==> src/rtl/aes_cipher_serializer.sv <==
// rtl/aes_cipher_serializer.sv - tracks AES pipeline blocks, buffers ciphertext, emits 32-bit words
module aes_cipher_serializer #(
  parameter int LATENCY = 20,
  parameter int DEPTH   = 4
) (
  input  logic         clk,
  input  logic         rst,
  input  logic         in_valid,
  output logic         in_ready,
  input  logic [127:0] cipher_in,
  output logic         out_valid,
  input  logic         out_ready,
  output logic [31:0]  out_data,
  output logic         out_last,
  output logic         overflow
);

  localparam int AW = $clog2(DEPTH);
  localparam logic [AW:0] FULL_CNT = DEPTH[AW:0];

  logic mature;

  // Stage 0 of the valid delay line is in_valid itself, so only LATENCY-1 flops are needed.
  generate
    if (LATENCY == 1) begin : g_nodly
      assign mature = in_valid;
    end else begin : g_dly
      logic [LATENCY-2:0] dly_q, dly_d;

      always_comb begin
        dly_d    = '0;
        dly_d[0] = in_valid;
        for (int i = 1; i < LATENCY - 1; i++) begin
          dly_d[i] = dly_q[i-1];
        end
      end

      always_ff @(posedge clk or posedge rst) begin
        if (rst) dly_q <= '0;
        else     dly_q <= dly_d;
      end

      assign mature = dly_q[LATENCY-2];
    end
  endgenerate

  logic [6:0]    in_flight_q, in_flight_d;
  logic [AW-1:0] wr_ptr_q, wr_ptr_d;
  logic [AW-1:0] rd_ptr_q, rd_ptr_d;
  logic [AW:0]   count_q, count_d;
  logic [1:0]    idx_q, idx_d;
  logic          overflow_q, overflow_d;
  logic [127:0]  mem_q [DEPTH];

  logic          full, xfer, pop, push;
  logic [7:0]    occupancy;
  logic [127:0]  head;
  logic [31:0]   word;

  always_comb begin
    full      = (count_q == FULL_CNT);
    out_valid = (count_q != '0);
    xfer      = out_valid && out_ready;
    pop       = xfer && (idx_q == 2'd3);
    // A full FIFO still accepts a maturing block when its head leaves this same cycle.
    push      = mature && (!full || pop);

    in_flight_d = in_flight_q;
    case ({in_valid, mature})
      2'b10:   in_flight_d = in_flight_q + 7'd1;
      2'b01:   in_flight_d = in_flight_q - 7'd1;
      default: in_flight_d = in_flight_q;
    endcase

    count_d = count_q;
    case ({push, pop})
      2'b10:   count_d = count_q + 1'b1;
      2'b01:   count_d = count_q - 1'b1;
      default: count_d = count_q;
    endcase

    wr_ptr_d   = push ? wr_ptr_q + 1'b1 : wr_ptr_q;
    rd_ptr_d   = pop  ? rd_ptr_q + 1'b1 : rd_ptr_q;
    idx_d      = xfer ? idx_q + 2'd1    : idx_q;
    overflow_d = overflow_q | (mature && !push);

    occupancy = {1'b0, in_flight_q} + {{(7-AW){1'b0}}, count_q};
    in_ready  = (occupancy < 8'(DEPTH));

    head = mem_q[rd_ptr_q];
    case (idx_q)
      2'd0:    word = head[127:96];
      2'd1:    word = head[95:64];
      2'd2:    word = head[63:32];
      default: word = head[31:0];
    endcase
    out_data = out_valid ? word : 32'd0;
    out_last = out_valid && (idx_q == 2'd3);
    overflow = overflow_q;
  end

  always_ff @(posedge clk or posedge rst) begin
    if (rst) begin
      in_flight_q <= '0;
      wr_ptr_q    <= '0;
      rd_ptr_q    <= '0;
      count_q     <= '0;
      idx_q       <= '0;
      overflow_q  <= 1'b0;
    end else begin
      in_flight_q <= in_flight_d;
      wr_ptr_q    <= wr_ptr_d;
      rd_ptr_q    <= rd_ptr_d;
      count_q     <= count_d;
      idx_q       <= idx_d;
      overflow_q  <= overflow_d;
    end
  end

  // Storage needs no reset: out_data is masked while the FIFO is empty.
  always_ff @(posedge clk) begin
    if (push) mem_q[wr_ptr_q] <= cipher_in;
  end

endmodule

==> config.mk <==
export PLATFORM = sky130hd
export DESIGN_NAME = aes_cipher_serializer
export DESIGN_NICKNAME = d
export VERILOG_FILES = /design/src/rtl/aes_cipher_serializer.sv
export SDC_FILE = /design/constraint.sdc
export NUM_CORES = 1
export LEC_CHECK = 0
export ABC_AREA = 0
export CORE_MARGIN = 2
export CORE_UTILIZATION = 52
export CTS_CLUSTER_DIAMETER = 40
export DETAILED_ROUTE_END_ITERATION = 8
export PLACE_DENSITY = 0.75
export SKIP_CTS_REPAIR_TIMING = 1
export SLEW_MARGIN = 20
export SYNTH_ARGS = -nofsm -noshare
export SYNTH_HDL_FRONTEND = slang
export SYNTH_SLANG_ARGS = --single-unit
==> constraint.sdc <==
create_clock -name clk -period 4.55 [get_ports clk]
set_clock_uncertainty 0.15 [all_clocks]
set_input_delay 0.6825 -clock clk [delete_from_list [all_inputs] [get_ports clk]]
set_output_delay 0.6825 -clock clk [all_outputs]
set_load 0.02 [all_outputs]
Word-level counts from Yosys, hierarchy flattened
Memories as Yosys holds them, arrays and structs flattened.
Index checks and enable logic that the tools add are counted.

cells by class
  add/sub/neg operators = 8
  reductions and logical operators = 12
  bitwise operators = 1
  equality and inequality tests = 8
  order comparisons = 1
  multiplexer cells = 6

operators with widths
  kind                                                         count
  one-hot mux 32 bit (3 select lines)                          1
  two-way mux 32 bit                                           1
  one-hot mux 7 bit (2 select lines)                           1
  adder 7 x 3 -> 8 bit                                         1
  == test 2 bit (second input constant)                        4
  less-than comparator 8 x 3 -> 1 bit (second input constant)  1
  adder 7 x 1 -> 7 bit (second input constant)                 1
  subtractor 7 x 1 -> 7 bit (second input constant)            1
  adder 2 x 1 -> 2 bit (second input constant)                 3
  == test 2 x 1 -> 1 bit (second input constant)               3
  one-hot mux 3 bit (2 select lines)                           1
  logical AND 1 bit                                            5
  nonzero test 2 bit                                           2
  adder 3 x 1 -> 3 bit (second input constant)                 1
  == test 3 bit (second input constant)                        1
  nonzero test 3 bit                                           1
  subtractor 3 x 1 -> 3 bit (second input constant)            1
  logical NOT 1 bit                                            2
  logical NOT 2 bit                                            1
  two-way mux 1 bit                                            2
  logical OR 1 bit                                             1
  OR 1 bit                                                     1

word-level totals
  memories kept = 1
  bits in writable memories = 512
  bits in registers = 36
  bits of input ports = 132
  logic and storage cells = 44

memories
  memory  depth  bits a word  read ports  clocked after Yosys merged registers in  wr ports  line  text
  mem_q   4      128          1           0                                        1         53    logic [127:0] mem_q [DEPTH];

Depth between registers and ports, before layout
Gate-level depths: netlist of run 1.

  depth after elaboration = 8
  mapped depth = 8
  depth with buffers taken out = 8

Least setup slack after synthesis of run 1
No wires, ideal clock.

  path type = input to register
  from = input port out_ready
  to = memory mem_q[2][0], enable pin
  cell stages on the path = 3
  required time = 3.898 ns
  slack = -0.289 ns
  data arrival time = 4.187 ns
  buffers on the path = 0
  cell sequence = nand2_1 > a31oi_1 > and2_1

on the way
  cells in the longest elaborated chain, start to end = 6

RTL lines
  item                                     line  text
  start: declaration                       12    input logic out_ready,
  logical AND 1 bit                        63    xfer = out_valid && out_ready;
  logical AND 1 bit                        64    pop = xfer && (idx_q == 2'd3);
  logical OR 1 bit                         66    push = mature && (!full || pop);
  logical AND 1 bit                        66
  two-way mux 1 bit                        122   if (push) mem_q[wr_ptr_q] <= cipher_in;
  two-way mux 1 bit (not written as such)  122
  end: declaration                         53

No other way between the ends.

Final worst setup path of run 1
  from = register idx_q[0]
  to = output port out_data[21]

on the way
  cells in the longest elaborated chain, start to end = 3
  elaborated cells between the ends (all ways) = 5
  classes of those cells = eq/ne (2); mux (2); reduce/logical (1)

RTL lines
  item                                         line  text
  start: declaration                           51    logic [1:0] idx_q, idx_d;
  start signal: assignment                     115   idx_q <= idx_d;
  == test 2 bit, or another cell as far along  91    case (idx_q)
  one-hot mux 32 bit (3 select lines) (*)      91
  two-way mux 32 bit (*)                       97    out_data = out_valid ? word : 32'd0;
  end: declaration                             13    output logic [31:0] out_data,

Mark *: on every way between the ends. The rest lies on a longest branch, timed or not.

==> results.yml, run 1 <==
clock_network:
  cts.clk_slew.worst_paths_ps: 60
  cts_root_buf: "clkbuf_16"
  cts_buffers: 68
  cts_tree: "built"
  htree_levels: 3
  cts_buffer_depth: 3
  clkLatencyLatePin_ps: 570
  clock_sinks: 548
run_status:
  outcome: "finished clean"
power_and_ir_drop:
  pwr-share-clk: 0.290
  powerDensity_mw_per_mm2: 694
  p_sw_mw: 5.46
  power.share.switching: 0.307
  p_int_mw: 12.3
  peakVddDrop_v: 0.000400
  leakage_nw: 8.42
  pwr-share-seq: 0.395
  pwr-share-comb: 0.316
global_route:
  grt_start_max_net_pins: 66
  grt_pass1_wl_um: 66300
  met1_usage: 0.293
  use_met3: 0.0522
  grt_use_met2: 0.345
  overflow: 0
  top_usage_layer: "met2"
  antenna_found_initial: 8
  grt.total_usage: 0.216
  grt_pass1_vias: 11100
die:
  start_util: 0.526
  ioPinCount: 168
  die_area_mm2: 0.0418
  die-height_um: 205
  die_w_um: 205
  coreArea_mm2: 0.0397
  rows: 73
sta:
  max-slew-margin-rel: 0.457
  clock.fmax_ghz: 0.240
  max_slew.worst_pin.slew_ps: 815
  setup_tns_ps: 0
  period_share: 0.915
  layout_min_cycle_time_ps: 4160
  setup_viol: 0
  rsz0062_at_grt: "no"
  hold_ws_ps: 187
  fin_ws_ps: 389
  slew_violations: 0
  hold_viol_final: 0
drt:
  detail_route.first_pass.iterations: 6
  vias: 10400
  via_per_inst: 5.91
  drc: 0
  drt_wl_total_um: 43600
  drtIter0Drc: 752
  wl_per_cell_um: 24.9
  ant_nets: 0
placed_design:
  pre_cts_ws_ps: 1020
  dpl_cell_area_mm2: 0.0234
  dp_hpwl_um: 25500
  gp_congestion: 0.785
  port_buffers: 167
cells_and_area:
  layout_commonest_cell: "edfxtp_1"
  fin_area_mm2: 0.0256
  layout-area-overhead-vs-synth_pct: 22.5
  layout-drive-gt1-share: 0.226
  nets: 1326
  final_cell_mix: "edfxtp_1 (512), clkdlybuf4s50_1 (167), mux4_2 (128)"
worst_setup_path:
  criticalPathCategory: "reg2out"
  cp-end-kind: "output pin"
  cp.arrival_ps: 3330
  start_kind: "flop"
  r2r_cells: 5
  required_ps: 3720
  cp_max_fo: 24
synth:
  synth.avg_cell_area_um2: 21.9
  syn-num-nets: 1105
  syn_inst: 954
  yosysWarnings: 0
  synth_edf_count: 512
  yosysTopAreaCell: "edfxtp_1"
  seq_area_frac_synth: 0.779
  async_flop_share: 0.0657
  netlist_area_mm2: 0.0209
  synth_seq_cells: 548
  synth_top_area_share: 0.736
  yosys-top-cells-area: "edfxtp_1 (74%), mux4_2 (14%), dfrtp_1 (4.3%)"
  synth_flop_cell: "edfxtp_1"
  yosysUniqueCellTypes: 42
hold_path:
  min_path_cells: 0
  min_path_type: "reg2reg"
flow_run:
  drv_cap: 0
[final cells by class]
cell class,instances,area (µm²)
Sequential cell,548,16300
Fill cell,2620,14100
Multi-Input combinational cell,342,4320
Timing Repair Buffer,200,2080
Clock buffer,77,1800
Tap cell,525,657
Clock inverter,43,393
Inverter,15,56.3
Antenna cell,6,15.0
[kinds of logic (layout without fill, tap and decap cells)]
logic type               Yosys count  after routing  synth area share
adder cells (fa/ha/maj)           19             19            0.0121
flip-flops                       548            548             0.779
AND/OR/NAND/NOR                   32             32           0.00838
multiplexers                     131            131             0.139
other                              0              6                 0
buffers and inverters             64            335            0.0157
XOR/XNOR                          10             10           0.00419
AO/OA/AOI/OAI                    150            150            0.0416
[power by group through the flow]
stage          combinational (mW)  clock, mW  sequential (mW)
2_1_floorplan                3.68          0             6.93
3_3_place_gp                 5.60          0             7.05
3_5_place_dp                 5.66          0             7.11
4_1_cts                      5.70       5.24             7.03
5_1_grt                      6.00       5.44             7.10
6_report                     5.61       5.15             7.01
[worst paths after layout]
| kind | slack (ps) | end | start |
|---|---|---|---|
| worst max-delay path | 390 | out_data[21] | idx_q[0] |
| max in group asynchronous | 3470 | rd_ptr_q[1] | rst |
| worst max register to register | 1570 | mem_q[2][36] | idx_q[0] |
| worst min-delay path | 190 | g_dly.dly_q[3] | g_dly.dly_q[2] |
| worst min register to register | 190 | g_dly.dly_q[3] | g_dly.dly_q[2] |
| min in group asynchronous | 410 | in_flight_q[3] | rst |
[synth_stat cells, types with 8 or more instances]
master and n:
edfxtp_1 512, mux4_2 128, a21oi_1 67, dfrtp_1 36, o21ai_0 36, a22oi_1 32, clkbuf_1 30, ha_1 17
inv_1 14, buf_6 10, buf_2 8
[per-stage QoR]
stage	total power, mW	util	instances
final	17.8	0.644	1756
after global routing	18.5	0.644	1754
after CTS	18.0	0.644	1750
after detailed placement	12.8	0.589	1630
after global placement	12.7	0.589	1630
after floorplan	10.6	-	954
[flip-flops by register name, indices dropped and copies added (netlist names)]
register / cells
count_q: 3
g_dly.dly_q: 19
idx_q: 2
in_flight_q: 7
mem_q: 512
overflow: 1
rd_ptr_q: 2
wr_ptr_q: 2
[worst max-delay path, cell delays in order, from the launching register on]
cell             delay (ps)
dfrtp_1                 440
ha_2                    760
clkinv_1                210
buf_4                   290
o21ai_0                 320
a21oi_1                 140
clkdlybuf4s50_1         570
[layer usage]
metal | vias up | share of wire | wire length (µm)
met5 | - | 0.00055 | 24
met4 | 4 | 0.024 | 1030
met3 | 81 | 0.076 | 3310
met2 | 400 | 0.49 | 21400
met1 | 5417 | 0.41 | 17900
li1 | 4473 | - | -
Power figures use the tool's default switching activity.
==> inputs of run 2 (changes only) <==
Settings changed: GPL_TIMING_DRIVEN set to 0.
==> results.yml, run 2 (synthesized netlist as in run 1, its figures left out) <==
placed_design:
  dp_hpwl_um: 27600
  dpl_cell_area_mm2: 0.0235
  gp_congestion: 0.726
  port_buffers: 167
worst_setup_path:
  path_cells: "buf_2, clkbuf_1, mux4_2, a22oi_1, a21oi_1, clkdlybuf4s50_1"
  start_kind: "flop"
  cp.arrival_ps: 3380
  cp-end-kind: "output pin"
  crit_slowest_cell: "clkbuf_1"
  required_ps: 3720
  crit_family: "buffers and inverters"
  crit_buf_inv: 3
  cp_slowest_stage_delay_ps: 740
  criticalPathCategory: "reg2out"
  cp_max_fo: 10
sta:
  setup_tns_ps: 0
  period_share: 0.927
  setup_viol: 0
  rsz0062_at_grt: "no"
  slew_violations: 0
  layout_min_cycle_time_ps: 4220
  max-slew-margin-rel: 0.336
  hold_viol_final: 0
  max_slew.worst_pin.slew_ps: 996
  clock.fmax_ghz: 0.237
  hold_ws_ps: 192
clock_network:
  cts.clk_slew.worst_paths_ps: 60
  htree_levels: 3
  cts_buffers: 68
  cts_buffer_depth: 3
  cts_tree: "built"
  clkLatencyLatePin_ps: 580
  cts_root_buf: "clkbuf_16"
  clock_sinks: 548
cells_and_area:
  fillCellCount: 2654
  layout-area-overhead-vs-synth_pct: 23.3
  top_register: "mem_q"
  final_cell_mix: "edfxtp_1 (512), clkdlybuf4s50_1 (167), mux4_2 (128)"
  reg_top3: "mem_q (512), g_dly.dly_q (19), in_flight_q (7)"
  fin_area_mm2: 0.0258
  largest_reg_flops: 512
  layout_commonest_cell: "edfxtp_1"
  layout-drive-gt1-share: 0.219
  nets: 1353
global_route:
  grt_pass1_vias: 11000
  grt.total_usage: 0.224
  grt_pass1_wl_um: 67900
  overflow: 0
  antenna_found_initial: 9
  grt_start_max_net_pins: 46
die:
  coreArea_mm2: 0.0397
  die_w_um: 205
  start_util: 0.526
  die_area_mm2: 0.0418
  ioPinCount: 168
  die-height_um: 205
  rows: 73
drt:
  via_per_inst: 5.88
  drt_wl_total_um: 45300
  drtIter0Drc: 859
  vias: 10500
  wl_per_cell_um: 25.4
  detail_route.first_pass.iterations: 5
  drc: 0
  ant_nets: 0
run_status:
  outcome: "finished clean"
hold_path:
  min_path_type: "reg2reg"
power_and_ir_drop:
  leakage_nw: 8.50
  peakVddDrop_v: 0.000455
  powerDensity_mw_per_mm2: 703
flow_run:
  drv_cap: 0
==> run 2: area by class of cell <==
type                    instances  area [µm²]  area share
well taps                     525         657      0.0255
clock inverters                44         473      0.0184
flip-flops and latches        548       16300       0.631
plain buffers                  49         273      0.0106
diodes                          1        2.50   0.0000971
multi-input cells             342        4310       0.167
clock buffers                  80        1800      0.0698
repair buffers                178        1930      0.0749
inverters                      15        56.3     0.00218
==> run 2: layer usage <==
layer / vias to the layer above / track usage / part of all wire
li1: 4522 / - / -
met1: 5461 / 0.313 / 0.41
met2: 387 / 0.359 / 0.49
met3: 89 / 0.0511 / 0.080
met4: 16 / 0.0657 / 0.019
met5: - / 0 / 0.0022
==> run 2: stage by stage <==
stage / worst slack (ps) / utilization / std cells / total power [mW]
floorplan: 1110 / - / 954 / 10.6
global placement: -894 / 0.585 / 1646 / 12.8
detailed placement: 614 / 0.591 / 1657 / 13.0
CTS: 252 / 0.649 / 1781 / 18.3
global route: 199 / 0.649 / 1782 / 18.9
finish: 334 / 0.649 / 1782 / 18.1
==> run 2: final timing paths <==
check,cells past startpoint,to,startpoint,slack [ps]
min,0,g_dly.dly_q[12],g_dly.dly_q[11],190
max in group asynchronous,2,idx_q[1],rst,3360
min in group asynchronous,2,in_flight_q[3],rst,410
max reg2reg,6,mem_q[0][47],idx_q[0],1110
max,6,out_data[24],rd_ptr_q[1],330
min reg2reg,0,g_dly.dly_q[12],g_dly.dly_q[11],190
==> run 2: worst reg2reg max path, cell delays in order, from the launching register on <==
cell and delay (ps):
dfrtp_1 440, ha_1 240, nand2_1 150, a31oi_1 700, and2_4 730, buf_16 350
buf_16 300
==> run 2: where the power goes <==
part | internal [mW] | total, mW | switching [mW]
logic | 2.62 | 5.96 | 3.34
registers | 6.61 | 6.86 | 0.249
clock network | 3.10 | 5.30 | 2.20
total | 12.3 | 18.1 | 5.78
==> inputs of run 3 (changes only) <==
Settings changed: REMOVE_ABC_BUFFERS set to 1.
==> results.yml, run 3 (synthesized netlist as in run 1, its figures left out) <==
drt:
  ant_nets: 0
  via_per_inst: 5.85
  drt_wl_total_um: 42500
  drc: 0
  vias: 10200
  detail_route.first_pass.iterations: 5
  drtIter0Drc: 722
  wl_per_cell_um: 24.4
clock_network:
  cts_buffer_depth: 3
  clock_sinks: 548
  cts.clk_slew.worst_paths_ps: 60
  cts_buffers: 67
  htree_levels: 3
  cts_root_buf: "clkbuf_16"
  clkLatencyLatePin_ps: 570
  cts_tree: "built"
sta:
  layout_min_cycle_time_ps: 4220
  max-slew-margin-rel: 0.379
  hold_viol_final: 0
  slew_violations: 0
  setup_viol: 0
  rsz0062_at_grt: "no"
  fin_ws_ps: 333
  setup_tns_ps: 0
  hold_ws_ps: 196
  clock.fmax_ghz: 0.237
  period_share: 0.927
  max_slew.worst_pin.slew_ps: 928
worst_setup_path:
  cp_max_fo: 31
  path_cells: "buf_16, buf_12, mux4_2, a22oi_1, a21oi_1, clkdlybuf4s50_1"
  r2r_cells: 6
  regToRegStartpoint: "idx_q[0]"
  required_ps: 3720
  crit_family: "buffers and inverters"
  rr_endpoint: "mem_q[1][69]"
  cp.arrival_ps: 3380
  cp-end-kind: "output pin"
  r2r_slack_ps: 1230
  start_kind: "flop"
  cp_slowest_stage_delay_ps: 690
  criticalPathCategory: "reg2out"
  crit_slowest_cell: "dfrtp_4"
  crit_buf_inv: 3
placed_design:
  gp_congestion: 0.697
  dpl_cell_area_mm2: 0.0235
  placedCellCount: 1617
  dp_hpwl_um: 23700
  pre_cts_ws_ps: 803
  port_buffers: 167
hold_path:
  min_to: "g_dly.dly_q[16]"
  min_path_type: "reg2reg"
  min_path_cells: 0
  hp-start: "g_dly.dly_q[15]"
die:
  die_area_mm2: 0.0418
  coreArea_mm2: 0.0397
  start_util: 0.526
  ioPinCount: 168
  rows: 73
  die-height_um: 205
  die_w_um: 205
cells_and_area:
  layout-area-overhead-vs-synth_pct: 23.5
  largest_reg_flops: 512
  fin_util: 0.650
  layout-drive-gt1-share: 0.222
  nets: 1312
  reg_top3: "mem_q (512), g_dly.dly_q (19), in_flight_q (7)"
  top_register: "mem_q"
  final_cell_mix: "edfxtp_1 (512), clkdlybuf4s50_1 (167), mux4_2 (128)"
  layoutNonFillerInstCount: 1740
  fin_area_mm2: 0.0258
  layout_commonest_cell: "edfxtp_1"
global_route:
  overflow: 0
  grt.total_usage: 0.210
  antenna_found_initial: 6
  grt_start_max_net_pins: 50
  grt_pass1_vias: 10900
  grt_pass1_wl_um: 64600
flow_run:
  drv_cap: 0
power_and_ir_drop:
  fin_total_pwr_mw: 18.1
  pwr-share-clk: 0.297
  p_int_mw: 12.6
  power.share.switching: 0.302
  leakage_nw: 8.48
  powerDensity_mw_per_mm2: 701
  pwr-share-seq: 0.387
  pwr-share-comb: 0.316
  peakVddDrop_v: 0.000457
  p_sw_mw: 5.47
run_status:
  outcome: "finished clean"
## run 3: cell type report
class | count | area, µm²
flip-flops and latches | 548 | 16300
fillers | 2632 | 13900
multi-input cells | 342 | 4360
repair buffers | 187 | 2170
clock buffers | 81 | 1780
well taps | 525 | 657
clock inverters | 39 | 495
inverters | 15 | 57.6
diodes | 3 | 7.51
## run 3: layer usage
metal	wire length [µm]	GRT usage	up-vias
met1	17800	0.284	5335
met4	674	0.0603	8
met5	51	0	-
li1	-	-	4446
met2	21000	0.342	334
met3	2910	0.0528	57
## run 3: worst max-delay path by stage
stage,slack (ps),depth (start not counted),from,endpoint
floorplan,-2330,3,rd_ptr_q[0],out_data[0]
global placement,-5420,4,rd_ptr_q[0],out_data[16]
global route,180,6,rd_ptr_q[0],out_data[16]
finish,330,6,rd_ptr_q[0],out_data[16]
detailed placement,800,6,out_ready,mem_q[1][94]
CTS,250,6,idx_q[0],out_data[21]
## run 3: power by group through the flow
stage / logic [mW] / registers [mW] / clock network [mW]
after global placement: 5.07 / 7.65 / 0
after global routing: 6.16 / 7.09 / 5.67
after CTS: 5.85 / 7.02 / 5.48
final: 5.72 / 7.01 / 5.38
after detailed placement: 5.81 / 7.11 / 0
after floorplan: 3.45 / 7.40 / 0
## run 3: worst register-to-register path, cell delays in order (launching register included)
cell and delay, ps:
dfrtp_1 510, ha_1 260, nand2_1 120, a31oi_1 730
and2_4 590, buf_12 290, buf_16 290
